### src/rtl/gate_chk_sat_cnt.sv
// gate_chk_sat_cnt: W-bit up-counter that sticks at all-ones.
// Ports:
//   clk, rst_n : clock, asynchronous active-low reset
//   clr        : synchronous clear (wins over inc)
//   inc        : count one event
//   cnt        : current count
module gate_chk_sat_cnt #(
  parameter int unsigned W = 8
) (
  input  logic         clk,
  input  logic         rst_n,
  input  logic         clr,
  input  logic         inc,
  output logic [W-1:0] cnt
);

  logic [W-1:0] cnt_d, cnt_q;

  always_comb begin
    cnt_d = cnt_q;
    if (clr) begin
      cnt_d = '0;
    end else if (inc && (cnt_q != '1)) begin
      cnt_d = cnt_q + W'(1);
    end
  end

  always_ff @(posedge clk or negedge rst_n) begin
    if (!rst_n) begin
      cnt_q <= '0;
    end else begin
      cnt_q <= cnt_d;
    end
  end

  assign cnt = cnt_q;

endmodule

### config.mk
export PLATFORM = sky130hd
export DESIGN_NAME = gate_chk_sat_cnt
export DESIGN_NICKNAME = d
export VERILOG_FILES = /design/src/rtl/gate_chk_sat_cnt.sv
export SDC_FILE = /design/constraint.sdc
export NUM_CORES = 1
export LEC_CHECK = 0
export CELL_PAD_IN_SITES_DETAIL_PLACEMENT = 2
export CELL_PAD_IN_SITES_GLOBAL_PLACEMENT = 2
export CORE_AREA = 2 2 47 45
export CTS_CLUSTER_SIZE = 25
export DETAILED_ROUTE_END_ITERATION = 8
export DIE_AREA = 0 0 49 47
export PLACE_DENSITY = 0.77
export SLEW_MARGIN = 20
export SYNTH_ARGS = -nofsm -noshare
export SYNTH_HDL_FRONTEND = slang
export SYNTH_SLANG_ARGS = --single-unit
### constraint.sdc
create_clock -name clk -period 2.39 [get_ports clk]
set_clock_uncertainty 0.1 [all_clocks]
set_input_delay 0.478 -clock clk [delete_from_list [all_inputs] [get_ports clk]]
set_output_delay 0.478 -clock clk [all_outputs]
set_load 0.01 [all_outputs]
==> results.md <==
- The cell type with the largest total area after synthesis is sky130_fd_sc_hd__dfrtp_1.
- The clock insertion delay at the later pin of the skew report is 0.26 ns.
- Entering global routing, the biggest net connects 12 pins.
- The count of final max-slew check failures is 0.
- The number of top-level pins is 12.
- Averaged over all synthesized cells, the footprint is 9.47 µm².
- The register-to-register path setup slack is 0.53 ns.
- The initial core utilization is 25.5%.
- The worst setup path is launched from a flip-flop.
- For this run, the slowest stage of the critical path takes 0.58 ns.
- The share of power burned in the clock network is 37.7%.
- The die outline area is 0.00230 mm².
- The flip-flop count of the largest register, all copies and words added is 8.
- The internal power of the cells totals 213 µW.
- The vertical extent of the die is 47 µm.
- The final weighted congestion in routability-driven placement is 0.669.
- The level count of the clock H-tree is 1.
- The number of nets in the synthesized netlist is 54.
- Adding up every negative setup slack in the final design gives 0 ns.
- The pre-CTS worst setup slack is 0.325 ns.
- The number of buffers and inverters on the critical path is 1.
- The detailed-route vias per instance is 4.87.
- After synthesis the netlist holds a flip-flop and latch count of 8.
- The beginning of the worst register-to-register path is cnt[0].
- Summed over all nets, the switching power comes to 70.7 µW.
- The number of cell rows is 15.
- The critical path goes through clkdlybuf4s50_1.
- The global router's overall resource usage is 13.3%.
- The synthesized netlist cell count is 49.
- The number of antenna violations at the first check in global routing came to 0.
- Counting every sink on the clock net gives 8.
- In this run, flip-flops and latches consume 50.9% of the power.
- The number of filler cells placed in the layout is 216.
- The endpoint type of the worst setup path is an output pin.
- Headroom to the max-slew limit came out at 72.4%.
- The count of instances resized after the clock tree is built is 0.
- From synthesis to final layout, the design area changed by 33.4%.
- Hold repair after CTS inserted 0 buffers.
- In this run the tool buffered the top-level ports with 11 buffer cells.
- The number of different library cells in the post-synthesis netlist is 28.
- The cell area that synthesis handed to floorplanning was 464 µm².
- The cell family contributing the most delay on the critical path is buffers and inverters.
- The horizontal extent of the die is 49 µm.
- The required time at the endpoint of the critical path is 1.81 ns.
- Buffers inserted during clock tree synthesis total 3.
- Data arrives at the worst endpoint at 1.29 ns.
- The number of iterations in the first detailed-routing pass is 3.
- The via count of the first global-routing pass is 416.
- The total count of hold-check failures in the final report is 0.
- The number of standard cells in the layout, taps in and fillers out is 86.
- The detail route stage leaves a number of antenna-violating nets equal to 0.
- Clock-pin slew was measured on the worst setup and hold paths at 0.06 ns.
- The class of the most critical setup path is reg2out.
- The timing-limited maximum frequency is 536 MHz.
- The count of warnings emitted by yosys is 0.
- The first global-routing pass estimated 2100 µm of wire.
- Setup repair after global routing left no endpoint under its margin.
- Leaving out fill and tap cells, the most frequent cells in the layout are 11 x sky130_fd_sc_hd__clkdlybuf4s50_1, 8 x sky130_fd_sc_hd__dfrtp_1, 4 x sky130_fd_sc_hd__nor3_1.
- Sorting the synthesized cells by area gives the leading types as sky130_fd_sc_hd__dfrtp_1 43%, sky130_fd_sc_hd__mux2_2 4.9%, sky130_fd_sc_hd__nor3_1 4.3%, sky130_fd_sc_hd__nand2b_1 4.0%, sky130_fd_sc_hd__nor2b_1 4.0%.
- The DRC violation count after routing is 0.
- The switching part of the total power is 24.9%.
- The standard cell core area is 0.00182 mm².
- The cell at the slowest stage of the critical path is sky130_fd_sc_hd__clkdlybuf4s50_1.
- The number of setup buffers added after CTS is 0.
- The final setup slack of the worst path is 0.523 ns.
- The maximum fanout along the worst path is 7.
- The power density normalized to cell area is 458 mW/mm².
- Summed over all cells, the static leakage comes to 0.000238 µW.
- The net count reported at finish is 68.
- The end of the worst register-to-register path is cnt[0].
- The maximum number of buffers from clock root to sink is 2.
- The routed wire length is 1270 µm.
- The placed wire-length estimate is 981 µm.
- The final global-route overflow total is 0.
- The worst hold path class is in2async.
- The minimum period implied by the final worst setup slack is 1.87 ns.
- The routed layout has 419 vias.
- Counting cells, the worst reg-to-reg path comes to 4.
- The final core utilization is 34.0%.
- The root buffer cell chosen for the clock tree is sky130_fd_sc_hd__clkbuf_4.
- The actual transition at the worst max-transition pin is 0.413 ns.
- In the final routed layout, each cell accounts on average for 14.8 µm.
- The count of antenna diodes in the layout is 0.
- Max-cap violations in this run came to 0.
- Setup violations remaining at the end of the flow were counted as 0.
- After synthesis, the largest area contributor takes up 43.1% of total cell area.
- For this run, the register share of the synthesized area comes to 43.1%.
- Per report_power, the combinational group accounts for 11.4% of the total.
- In the finished design, the share of the clock period the worst path needs comes to 78.1%.
- The TritonCTS clock tree is built.
- After the first detailed-routing iteration, the DRC count stood at 11.
- The library cell used most frequently in the layout, excluding fill and tap cells, is sky130_fd_sc_hd__clkdlybuf4s50_1.
- The fraction of final layout cells with drive strength greater than 1 is 11.5%.
- Including well taps, the total number of placed cells is 83.
- Across the VDD grid, the largest voltage drop is 138 µV.
- The flow ran to the end, and the final reports show no timing, DRC or antenna violations.
==> metal layers <==
| layer | up-vias | share of wire (%) | GRT usage (%) |
|---|---|---|---|
| li1 | 209 | - | - |
| met1 | 198 | 50 | 16.3 |
| met2 | 8 | 45 | 20.3 |
| met3 | 4 | 2.8 | 3.82 |
| met4 | 0 | 2.0 | 10.3 |
| met5 | - | 0 | 0 |
==> Yosys cell counts <==
cell type,n
sky130_fd_sc_hd__mux2i_1,1
sky130_fd_sc_hd__and3_1,1
sky130_fd_sc_hd__or3_1,1
sky130_fd_sc_hd__mux2_2,2
sky130_fd_sc_hd__a211oi_1,1
sky130_fd_sc_hd__nor2_1,2
sky130_fd_sc_hd__and4_2,1
sky130_fd_sc_hd__buf_2,1
sky130_fd_sc_hd__a2111oi_0,1
sky130_fd_sc_hd__dfrtp_1,8
sky130_fd_sc_hd__inv_1,2
sky130_fd_sc_hd__nand3_1,2
sky130_fd_sc_hd__nand3_2,1
sky130_fd_sc_hd__o21ai_0,1
sky130_fd_sc_hd__nor3b_1,1
sky130_fd_sc_hd__nor4_1,1
sky130_fd_sc_hd__and4_1,1
sky130_fd_sc_hd__ha_1,1
sky130_fd_sc_hd__a41oi_1,1
sky130_fd_sc_hd__nand4_1,1
sky130_fd_sc_hd__nand2b_1,3
sky130_fd_sc_hd__nor2b_1,3
sky130_fd_sc_hd__nor3_1,4
sky130_fd_sc_hd__nand2_1,2
sky130_fd_sc_hd__a21oi_1,3
sky130_fd_sc_hd__clkbuf_1,1
sky130_fd_sc_hd__a21boi_1,1
sky130_fd_sc_hd__a31oi_1,1
==> cells by family after synthesis <==
group,after synthesis,synth area share (%)
adder cells (fa/ha/maj),1,2.69
multiplexers,3,7.01
buffers and inverters,4,3.50
AO/OA/AOI/OAI,9,12.7
AND/OR/NAND/NOR,24,31.0
flip-flops,8,43.1
==> how the worst max path moves through the flow <==
stage / start / endpoint / slack [ns] / cells past startpoint
2_1_floorplan: cnt[0] / cnt[0] / 0.66 / 4
3_3_place_gp: inc / cnt[7] / 0.37 / 4
3_5_place_dp: inc / cnt[7] / 0.32 / 4
4_1_cts: cnt[2] / cnt[2] / 0.51 / 1
5_1_grt: cnt[0] / cnt[0] / 0.41 / 4
6_report: cnt[2] / cnt[2] / 0.52 / 1
==> cell type report <==
cell class | count | area, µm² | share of cell area, %
multi-input combinational | 37 | 248 | 40.0
timing repair buffer | 11 | 110 | 17.8
inverter | 2 | 7.51 | 1.21
clock buffer | 3 | 22.5 | 3.64
tap | 25 | 31.3 | 5.05
sequential | 8 | 200 | 32.3
==> power by group through the flow <==
| stage | Sequential, µW | Clock (µW) | Combinational [µW] |
|---|---|---|---|
| final | 144 | 107 | 32.3 |
| after global routing | 145 | 122 | 36.0 |
| after CTS | 144 | 118 | 33.2 |
| after detailed placement | 146 | 0 | 33.2 |
| after global placement | 146 | 0 | 31.6 |
| after floorplan | 147 | 0 | 13.8 |
==> per-stage QoR <==
| stage | hold slack (ns) | cell area [µm²] | total power (µW) |
|---|---|---|---|
| after floorplan | 0.0824 | 464 | 161 |
| after detailed placement | 0.491 | 597 | 180 |
| after global placement | 0.476 | 597 | 178 |
| after CTS | 0.419 | 619 | 295 |
| final | 0.417 | 619 | 283 |
| after global routing | 0.431 | 619 | 303 |
No activity file was read; power rests on OpenSTA's default activity.
